File: src/rtl/life_pkg.sv
// Shared definitions for the 8x8 Game-of-Life core: grid size and the
// generation controller's state encoding.
package life_pkg;

  localparam int GRID_W = 64;

  typedef enum logic [1:0] {
    IDLE = 2'd0,
    RUN  = 2'd1,
    HALT = 2'd2
  } state_t;

endpackage

File: src/rtl/gen_divider.sv
// Generation-rate divider: counts 0..tick_div and flags the terminal count.
// A counter beyond a freshly lowered tick_div simply wraps through all-ones.
module gen_divider #(
  parameter int DIV_W = 24
) (
  input  logic             clk,
  input  logic             reset,
  input  logic             clear,
  input  logic             en,
  input  logic [DIV_W-1:0] tick_div,
  output logic             tc
);

  logic [DIV_W-1:0] cnt_reg;

  assign tc = (cnt_reg == tick_div);

  always_ff @(posedge clk or posedge reset) begin
    if (reset) begin
      cnt_reg <= '0;
    end else if (clear) begin
      cnt_reg <= '0;
    end else if (en) begin
      cnt_reg <= tc ? '0 : cnt_reg + DIV_W'(1);
    end
  end

endmodule

File: src/rtl/life_sequencer.sv
// Generation controller: owns the grid register, commits the datapath's next
// generation on step or at the divided run rate, and halts on extinction/still life.
module life_sequencer #(
  parameter int GRID_W = life_pkg::GRID_W,
  parameter int DIV_W  = 24,
  parameter int GEN_W  = 16
) (
  input  logic              clk,
  input  logic              reset,
  input  logic [DIV_W-1:0]  tick_div,
  input  logic              run,
  input  logic              step,
  input  logic              load,
  input  logic              load_src,
  input  logic [GRID_W-1:0] seed,
  input  logic [GRID_W-1:0] rnd,
  input  logic [GRID_W-1:0] grid_evolve,
  output logic [GRID_W-1:0] grid,
  output logic [GEN_W-1:0]  gen_count,
  output logic              gen_tick,
  output logic              running,
  output logic              stable,
  output logic              extinct
);

  import life_pkg::*;

  state_t             state_reg, state_next;
  logic [GRID_W-1:0]  grid_reg;
  logic [GEN_W-1:0]   gen_count_reg;
  logic               gen_tick_reg;
  logic               running_reg;
  logic               stable_reg;
  logic               extinct_reg;

  logic               commit;
  logic               div_clear;
  logic               div_en;
  logic               div_tc;
  logic               evolve_empty;
  logic               evolve_same;

  assign evolve_empty = (grid_evolve == '0);
  assign evolve_same  = (grid_evolve == grid_reg);

  gen_divider #(
    .DIV_W (DIV_W)
  ) u_div (
    .clk      (clk),
    .reset    (reset),
    .clear    (div_clear),
    .en       (div_en),
    .tick_div (tick_div),
    .tc       (div_tc)
  );

  always_comb begin
    state_next = state_reg;
    commit     = 1'b0;
    div_clear  = 1'b0;
    div_en     = 1'b0;

    if (load) begin
      state_next = run ? RUN : IDLE;
      div_clear  = 1'b1;
    end else begin
      case (state_reg)
        IDLE: begin
          if (step) begin
            commit = 1'b1;
          end else if (run) begin
            state_next = RUN;
            div_clear  = 1'b1;
          end
        end
        RUN: begin
          if (!run) begin
            state_next = IDLE;
            div_clear  = 1'b1;
          end else begin
            div_en = 1'b1;
            commit = div_tc;
          end
        end
        default: ;  // HALT: only load leaves
      endcase
    end

    // A commit that empties or freezes the grid overrides the state chosen above.
    if (commit && (evolve_empty || evolve_same)) begin
      state_next = HALT;
    end
  end

  always_ff @(posedge clk or posedge reset) begin
    if (reset) begin
      state_reg     <= IDLE;
      grid_reg      <= '0;
      gen_count_reg <= '0;
      gen_tick_reg  <= 1'b0;
      running_reg   <= 1'b0;
      stable_reg    <= 1'b0;
      extinct_reg   <= 1'b0;
    end else begin
      state_reg    <= state_next;
      running_reg  <= (state_next == RUN);
      gen_tick_reg <= commit;
      if (load) begin
        grid_reg      <= load_src ? rnd : seed;
        gen_count_reg <= '0;
        stable_reg    <= 1'b0;
        extinct_reg   <= 1'b0;
      end else if (commit) begin
        grid_reg <= grid_evolve;
        if (gen_count_reg != '1) begin
          gen_count_reg <= gen_count_reg + GEN_W'(1);
        end
        if (evolve_empty) begin
          extinct_reg <= 1'b1;
        end else if (evolve_same) begin
          stable_reg <= 1'b1;
        end
      end
    end
  end

  assign grid      = grid_reg;
  assign gen_count = gen_count_reg;
  assign gen_tick  = gen_tick_reg;
  assign running   = running_reg;
  assign stable    = stable_reg;
  assign extinct   = extinct_reg;

endmodule

File: config.mk
export PLATFORM = sky130hd
export DESIGN_NAME = life_sequencer
export DESIGN_NICKNAME = d
export VERILOG_FILES = /design/src/rtl/life_pkg.sv /design/src/rtl/gen_divider.sv /design/src/rtl/life_sequencer.sv
export SDC_FILE = /design/constraint.sdc
export NUM_CORES = 1
export LEC_CHECK = 0
export ABC_AREA = 0
export ABC_CLOCK_PERIOD_IN_PS = 9500
export CAP_MARGIN = 20
export CORE_MARGIN = 2
export CORE_UTILIZATION = 46
export CTS_CLUSTER_SIZE = 14
export DETAILED_ROUTE_END_ITERATION = 7
export GPL_ROUTABILITY_DRIVEN = 0
export GPL_TIMING_DRIVEN = 0
export PLACE_DENSITY = 0.87
export SLEW_MARGIN = 30
export SYNTH_ARGS = -nofsm -noshare
export SYNTH_HDL_FRONTEND = slang
export SYNTH_SLANG_ARGS = --single-unit
File: constraint.sdc
create_clock -name clk -period 9.5 [get_ports clk]
set_clock_uncertainty 0.1 [all_clocks]
set_input_delay 2.375 -clock clk [delete_from_list [all_inputs] [get_ports clk]]
set_output_delay 2.375 -clock clk [all_outputs]
set_load 0.01 [all_outputs]
# Word-level counts from Yosys, hierarchy flattened
# Cells that the tools add are included.
# op_classes
add_sub_neg	2
eq_ne	6
n_mux	34
reduce_logical	12
# ops
cell	n
64-bit two-way mux	3
24-bit two-way mux	3
64-bit == test	1
64-bit zero test	1
16-bit two-way mux	3
24-bit by 1-bit adder with 24-bit output (second input constant)	1
24-bit == test	1
1-bit two-way mux	17
16-bit by 1-bit adder with 16-bit output (second input constant)	1
16-bit inequality test (second input constant)	1
2-bit two-way mux	5
2-bit nonzero test	5
2-bit by 1-bit == test with 1-bit output (second input constant)	2
1-bit one-hot mux with 2 select lines	2
2-bit one-hot mux with 2 select lines	1
2-bit AND reduction	2
3-bit AND reduction	1
2-bit zero test	1
2-bit inequality test (second input constant)	1
1-bit logical AND	1
1-bit logical OR	1
# word_totals
regBits	110
inputBits	222
out_inout_bits	84
elab_cells	62

# Logic depth before layout (Yosys ltp)
# Gate-level depths: netlist (run 1).
# depth
ltp_word	7
ltp_mapped	10
mapped_depth_nobuf	6

# Cells and area by module
# From an unflattened synthesis (run 1), not the netlist that was laid out.
# hier_totals
hier_cells	742
hier_area_um2	6925.4
# by_module_without_submodules
mod	n_inst	cells_per_inst	area_per_inst_um2	seq_area_each_um2
life_sequencer	1	586	5420.2	2152.1
gen_divider	1	156	1505.2	600.6

# Worst setup path before layout (run 1)
# Ideal clock, no wire load.
# synth_timing
path_type	in2reg
from	in tick_div[20]
to	reg gen_count_reg[12] (netlist: gen_count[12])
setup_ns	0.128
t_arrival_ns	3.888
t_required_ns	9.272
path_slack_ns	5.385
cell_stages	7
n_path_buf	1
cell_sequence	xnor2_1 > nand4_1 > nor4_4 > a21oi_2 > buf_2 > nor4b_2 > mux2_1
# synth_via
elab_chain_cells	6
# synth_rtl
item	line_no	text
from (decl)	life_sequencer.sv:10	input logic [DIV_W-1:0] tick_div,
24-bit == test	gen_divider.sv:16	assign tc = (cnt_reg == tick_div);
1-bit two-way mux	life_sequencer.sv:77	if (!run) begin
1-bit one-hot mux with 2 select lines	life_sequencer.sv:67	case (state_reg)
1-bit two-way mux	life_sequencer.sv:63	if (load) begin
2-bit nonzero test (no line)	n/a	
2-bit AND reduction (no line)	n/a	
to (signal assigned)	life_sequencer.sv:116	gen_count_reg <= gen_count_reg + GEN_W'(1);
to (decl)	life_sequencer.sv:30	logic [GEN_W-1:0] gen_count_reg;
# Every way passes these cells.
# A chain may end at the register's enable or synchronous reset.

# Worst setup path after layout (run 1)
# layout_timing
from	in grid_evolve[20]
to	reg running_reg (netlist: running)
# layout_via
elab_chain_cells	5
elab_cells_between_ends	6
cone_classes	2 x eq/ne; 1 x mux; 3 x reduce/logical
# layout_rtl
item	line_no	text
from (decl)	life_sequencer.sv:17	input logic [GRID_W-1:0] grid_evolve,
64-bit == test or 64-bit zero test (tied branches)	life_sequencer.sv:44, life_sequencer.sv:43	
1-bit logical OR (*)	life_sequencer.sv:90	if (commit && (evolve_empty || evolve_same)) begin
1-bit logical AND (*)	life_sequencer.sv:90	
2-bit two-way mux (*)	life_sequencer.sv:90	
2-bit by 1-bit == test with 1-bit output (*)	life_sequencer.sv:106	running_reg <= (state_next == RUN);
to (signal assigned)	life_sequencer.sv:106	
to (decl)	life_sequencer.sv:32	logic running_reg;
# Every way passes the cells marked *; elsewhere a longest branch is shown, timed or not.

==> results of run 1 <==
## power groups by stage
stage | sequential, W | combinational, W | clock, W
final | 0.000542 | 0.000397 | 0.000392
after global routing | 0.000545 | 0.000423 | 0.000413
after CTS | 0.000540 | 0.000397 | 0.000394
after detailed placement | 0.000549 | 0.000394 | 0
after global placement | 0.000548 | 0.000388 | 0
after floorplan | 0.000559 | 0.000141 | 0
## critical path: cells and delay by family
kind	cells	cell delay [ps]
compound gates	1	350
buf+inv	1	470
simple gates	4	1680
## worst max-delay path by stage
stage	start	end	slack (ps)	cells after the start
2_1_floorplan	reset	extinct$_DFFE_PP0P_	4120	1
3_3_place_gp	reset	grid[32]$_DFFE_PP0P_	2320	2
3_5_place_dp	grid_evolve[20]	running$_DFF_PP0_	4370	6
4_1_cts	grid_evolve[20]	running$_DFF_PP0_	4730	6
5_1_grt	tick_div[21]	grid[5]$_DFFE_PP0P_	4570	10
6_report	grid_evolve[20]	running$_DFF_PP0_	4740	6
## area by class of cell
type                       count  area share
multi-input combinational    645       0.379
timing repair buffer         304       0.289
sequential                   110       0.260
clock buffer                  13      0.0236
tap                          188      0.0222
buffer                        48      0.0183
clock inverter                 3     0.00414
inverter                       9     0.00390
## layer usage
| layer | share of wire | wire (um) |
|---|---|---|
| met2 | 0.49 | 13300 |
| met1 | 0.40 | 10800 |
| met4 | 0.035 | 962 |
| met3 | 0.077 | 2090 |
| met5 | 0 | 0 |
## cells in the mapped netlist, types with 5 or more instances
master,n,area (um2)
mux2i_1,65,651
or4_1,11,82.6
nor2_1,97,364
xor2_1,12,105
buf_1,7,26.3
nor4_1,23,144
a21oi_1,78,390
nand3_1,13,65.1
clkbuf_1,35,131
xnor2_1,96,841
nand2_1,86,323
o31ai_1,10,75.1
o21ai_0,69,345
dfrtp_1,110,2750
inv_1,9,33.8
nor2b_1,5,31.3
nand4_1,36,225
buf_2,5,25.0
## per-stage QoR
stage	utilization	power [W]	hold slack, ps	setup WS, ps	cell area (um2)
global route	0.704	0.00138	444	4570	10600
global placement	0.682	0.000936	399	2320	10300
floorplan	-	0.000700	408	4120	6990
detailed placement	0.685	0.000943	402	4370	10300
CTS	0.704	0.00133	417	4730	10600
finish	0.704	0.00133	413	4740	10600
## kinds of logic after synthesis
family                   share of synthesized area
AO/OA/AOI/OAI                                0.131
XOR/XNOR                                     0.135
adder cells (fa/ha/maj)                    0.00358
buffers and inverters                       0.0326
flip-flops                                   0.394
multiplexers                                0.0996
AND/OR/NAND/NOR                              0.204
==> out/summary.txt, run 1 <==
Crit-path max FO = 3
Slew headroom = 0.312
Clock transition at the registers of the reported paths = 70 ps
Slew @ Worst Pin = 1030 ps
Routed Antenna Nets = 0
Vias in the first global route = 7350
RSZ-0062 raised after global routing = no
# H-tree levels = 3
Req. time, crit path = 9620 ps
I/O pin cnt = 306
Most used DFF post-synth = dfrtp_1
Setup repair bufs after CTS = 0
Antenna cell count = 0
Post-synth ARST share = 1.00
Synthesized area per cell = 8.61 um2
CTS Buf Count = 9
Initial antenna violation count = 0
Starting Density = 0.465
Largest net degree at the start of global routing = 57
FF-to-FF setup slack = 6760 ps
Worst path cell trace = clkdlybuf4s50_1, nor4_1, nand4_1, or4_1, a211oi_1, nor2_1
Hold Startpoint = extinct$_DFFE_PP0P_
R2R depth = 10
Worst Hold End = extinct$_DFFE_PP0P_
Total grt overflow = 0
Share of layout cells above drive strength 1 = 0.0256
Die Area = 16200 um2
RR Endpoint = grid[6]$_DFFE_PP0P_
Detailed-route wire length per cell = 20.6 um
Placed cells = 1304
Critical path class = in2reg
Hold Path Depth = 1
Fin crit share = 0.501
Net Sw Power = 0.000401 W
Non-filler instance count after layout = 1320
Max reg flops = 64
Die Span Y = 127 um
Switching Share = 0.301
CTS resizes = 0
Int Power = 0.000930 W
Root Buffer = clkbuf_16
Commonest non-fill, non-tap cells in the layout = 303 x clkdlybuf4s50_1, 110 x dfrtp_1, 97 x nor2_1
Unique masters post-synth = 40
Standard-cell row count = 45
Syn Nets = 1036
Most common cell after layout, fill and taps aside = clkdlybuf4s50_1
DRT Wirelength = 27.2 mm
Startpoint Class = input pin
Worst vdd ir = 0.0000933 V
Via count = 7641
Crit-path max cell delay = 720 ps
Hold Crit Class = reg2reg
Status = finished, final reports clean
WP data arrival = 4880 ps
Post-DP HPWL = 21.2 mm
EDFF count, synth = 0
Number of synthesized register bits = 110
Area Growth Syn to Fin = 51.5%
Fill cell count = 1147
Crit path capture type = flop
Gr busiest metal = met2
R2R Path Start = u_div.cnt_reg[4]$_DFFE_PP0P_
Fmax achieved = 210 MHz
Met1 Resource Use GR = 0.411
Clock tree sinks = 110
Fin Setup TNS = 0 ps
Drt drc = 0
Mapped cell area = 6990 um2
Max Slew Vio Count = 0
Die W = 127 um
Logic gate share of total power = 0.299
CTS Hold Bufs = 0
Crit-path slowest cell = nor4_1
FF/Latch Area = 2750 um2
Total GRT Usage = 0.329
Global Route met2 Usage = 0.566
Seq pwr share = 0.407
DRT iter0 DRCs = 662
Port Buffers = 303
Vias/cell = 5.79
Final setup vio count = 0
Register area share after synthesis = 0.394
Clock group share of total power = 0.295
MaxCap Viol Count = 0
Synth Instances = 812
Fin crit period = 4760 ps
Nets = 1351
CTS Buffer Depth = 2
First-pass DRT Iterations = 5
Static leakage = 4.10 nW
M3 GR Usage = 0.0645
Worst-skew pair later-pin latency = 360 ps
First-pass GRT wire length = 40.7 mm
Core area = 15000 um2
Area taken by multi-input logic gates = 4010 um2
Yosys warnings = 0
Final hold viol count = 0
CTS tree = done
Cell Pwr Density = 126 nW/um2
Note: power is estimated with default switching activity, not from simulation.
==> inputs of run 2 (changes only) <==
- ABC_CLOCK_PERIOD_IN_PS: 9500 -> 4580
- CORE_UTILIZATION: 46 -> 43
- PLACE_DENSITY: 0.87 -> 0.82
- clock period: 9.5 -> 4.58 ns (I/O delays scaled with it)
==> run 2 against run 1 <==
  * Final cell count rose by 2.1%
  * Sequential cell count did not move
  * Via count fell by 3.2%
  * Die area rose by 6.8%
  * Sequential share of layout area fell by 0.055 points
  * Clock power rose by 98%
  * Critical path type unchanged
  * Critical endpoint is now grid[0]$_DFFE_PP0P_
==> out/summary.txt, run 2 (synthesis results as in run 1) <==
Status = finished, final reports clean
Vias/cell = 5.49 (-5.2%)
Net Sw Power = 0.000856 W (+110%)
Antenna cell count = 0 (unchanged)
CTS tree = done
FF/Latch Area = 2750 um2 (unchanged)
RSZ-0062 raised after global routing = no
Total GRT Usage = 0.314 (-0.0151)
DRT Wirelength = 26.9 mm (-1.2%)
Largest net degree at the start of global routing = 67 (+18%)
WP data arrival = 3560 ps (-1320 ps)
Detailed-route wire length per cell = 19.9 um (-3.3%)
Max Slew Vio Count = 0 (unchanged)
CTS Buffer Depth = 2 (unchanged)
FF-to-FF setup slack = 1860 ps (-4900 ps)
Core area = 15900 um2 (+5.7%)
Root Buffer = clkbuf_16
Hold Path Depth = 1 (unchanged)
Hold Crit Class = reg2reg
Hold Startpoint = stable$_DFFE_PP0P_
Req. time, crit path = 4700 ps (-4920 ps)
Clock transition at the registers of the reported paths = 80 ps (about the same)
Starting Density = 0.440 (-0.0249)
R2R Path Start = u_div.cnt_reg[12]$_DFFE_PP0P_
Slew @ Worst Pin = 967 ps (-64.4 ps)
I/O pin cnt = 306 (unchanged)
CTS Buf Count = 9 (unchanged)
RR Endpoint = grid[0]$_DFFE_PP0P_
Initial antenna violation count = 0 (unchanged)
Most common cell after layout, fill and taps aside = clkdlybuf4s50_1
Standard-cell row count = 46 (+2.2%)
# H-tree levels = 3 (unchanged)
R2R depth = 9 (-1)
Post-route cell area = 10600 um2 (+0.21%)
Drt drc = 0 (unchanged)
Setup repair bufs after CTS = 0 (unchanged)
Commonest non-fill, non-tap cells in the layout = 303 x clkdlybuf4s50_1, 110 x dfrtp_1, 97 x nor2_1
Worst vdd ir = 0.000183 V (+96%)
Startpoint Class = input pin
Finished Core Util = 0.668 (-0.0364)
Vias in the first global route = 7685 (+4.6%)
Die Area = 17300 um2 (+6.8%)
Post-DP HPWL = 21.4 mm (+0.97%)
Crit path capture type = flop
Final hold viol count = 0 (unchanged)
Fin crit share = 0.751
DRT iter0 DRCs = 544 (-18%)
Logic gate share of total power = 0.303 (+0.004)
Clock tree sinks = 110 (unchanged)
Int Power = 0.00186 W (+100%)
Critical path class = in2reg
Fill cell count = 1336 (+16%)
First-pass DRT Iterations = 5 (unchanged)
Worst Hold End = stable$_DFFE_PP0P_
CTS Hold Bufs = 0 (unchanged)
Fin Setup TNS = 0 ps (unchanged)
Nets = 1351 (unchanged)
Switching Share = 0.315 (+0.0132)
Total grt overflow = 0 (unchanged)
Fmax achieved = 291 MHz
Pwr Total = 0.00272 W (+100%)
Area taken by multi-input logic gates = 4010 um2 (unchanged)
Crit-path max FO = 10 (+7)
Die Span Y = 131 um (+3.3%)
Post-DP Area = 10300 um2 (+0.34%)
Routed Antenna Nets = 0 (unchanged)
Clock group share of total power = 0.285 (-0.010)
MaxCap Viol Count = 0 (unchanged)
Worst-skew pair later-pin latency = 360 ps (about the same)
Via count = 7400 (-3.2%)
Cell Pwr Density = 256 nW/um2 (+100%)
Fin crit period = 3440 ps
Share of layout cells above drive strength 1 = 0.0283 (+0.00265)
Port Buffers = 303 (unchanged)
Die W = 131 um (+3.3%)
Static leakage = 4.09 nW (-0.17%)
Seq pwr share = 0.412 (+0.005)
First-pass GRT wire length = 42.0 mm (+3.0%)
Max reg flops = 64 (unchanged)
Final setup vio count = 0 (unchanged)
Area Growth Syn to Fin = 51.8%
CTS resizes = 0 (unchanged)
Slew headroom = 0.355 (+0.0429)
==> run 2: cell types whose count changed in the layout (fill, tap and decap cells not counted) <==
cell        before  now
clkbuf_1        38   35
inv_6            0    3
clkbuf_8         1    0
clkinvlp_4       0    1
bufinv_16        1    0
clkinv_4         1    2
==> run 2: layout make-up <==
type                            instances  share of cell area
Clock buffer                            9              0.0212
Inverter                                9             0.00389
Tap cell                              216              0.0255
Sequential cell                       110               0.259
Buffer                                 48              0.0183
Timing Repair Buffer                  304               0.289
Clock inverter                          7             0.00531
Multi-Input combinational cell        645               0.378
==> run 2: critical path, cell delays in order <==
cell	delay, ps
clkdlybuf4s50_1	470
xnor2_1	120
nand4_1	170
nor4_4	440
a21oi_1	180
buf_2	250
buf_2	230
clkbuf_1	300
nand2_1	140
o21ai_0	100
==> run 2: metal layers <==
layer / global-route usage / routed length, um / up-vias
li1: - / - / 3485
met5: 0 / 0 / -
met3: 0.0698 / 2110 / 51
met4: 0.139 / 968 / 0
met2: 0.537 / 13200 / 357
met1: 0.378 / 10600 / 3507
==> run 2: worst max-delay path by stage <==
stage                             from                       end  slack, ps  depth (start not counted)
after global routing      tick_div[23]      grid[59]$_DFFE_PP0P_        910                         10
after global placement           reset  gen_count[5]$_DFFE_PP0P_      -1330                          2
after CTS                  tick_div[6]       grid[0]$_DFFE_PP0P_       1140                         10
final                      tick_div[6]       grid[0]$_DFFE_PP0P_       1140                         10
after detailed placement  tick_div[20]       grid[0]$_DFFE_PP0P_        770                         10
after floorplan                  reset       extinct$_DFFE_PP0P_        430                          1
==> run 2: power by group through the flow <==
stage	clock network (W)	registers (W)	logic (W)
6_report	0.000776	0.00112	0.000823
5_1_grt	0.000824	0.00113	0.000882
4_1_cts	0.000782	0.00112	0.000825
3_5_place_dp	0	0.00114	0.000821
3_3_place_gp	0	0.00113	0.000808
2_1_floorplan	0	0.00116	0.000293
==> run 2: through the flow <==
step	instances	setup WS [ps]	hold slack (ps)
3_5_place_dp	1332	772	405
4_1_cts	1348	1140	422
6_report	1348	1140	424
2_1_floorplan	812	433	408
3_3_place_gp	1331	-1330	398
5_1_grt	1348	910	427
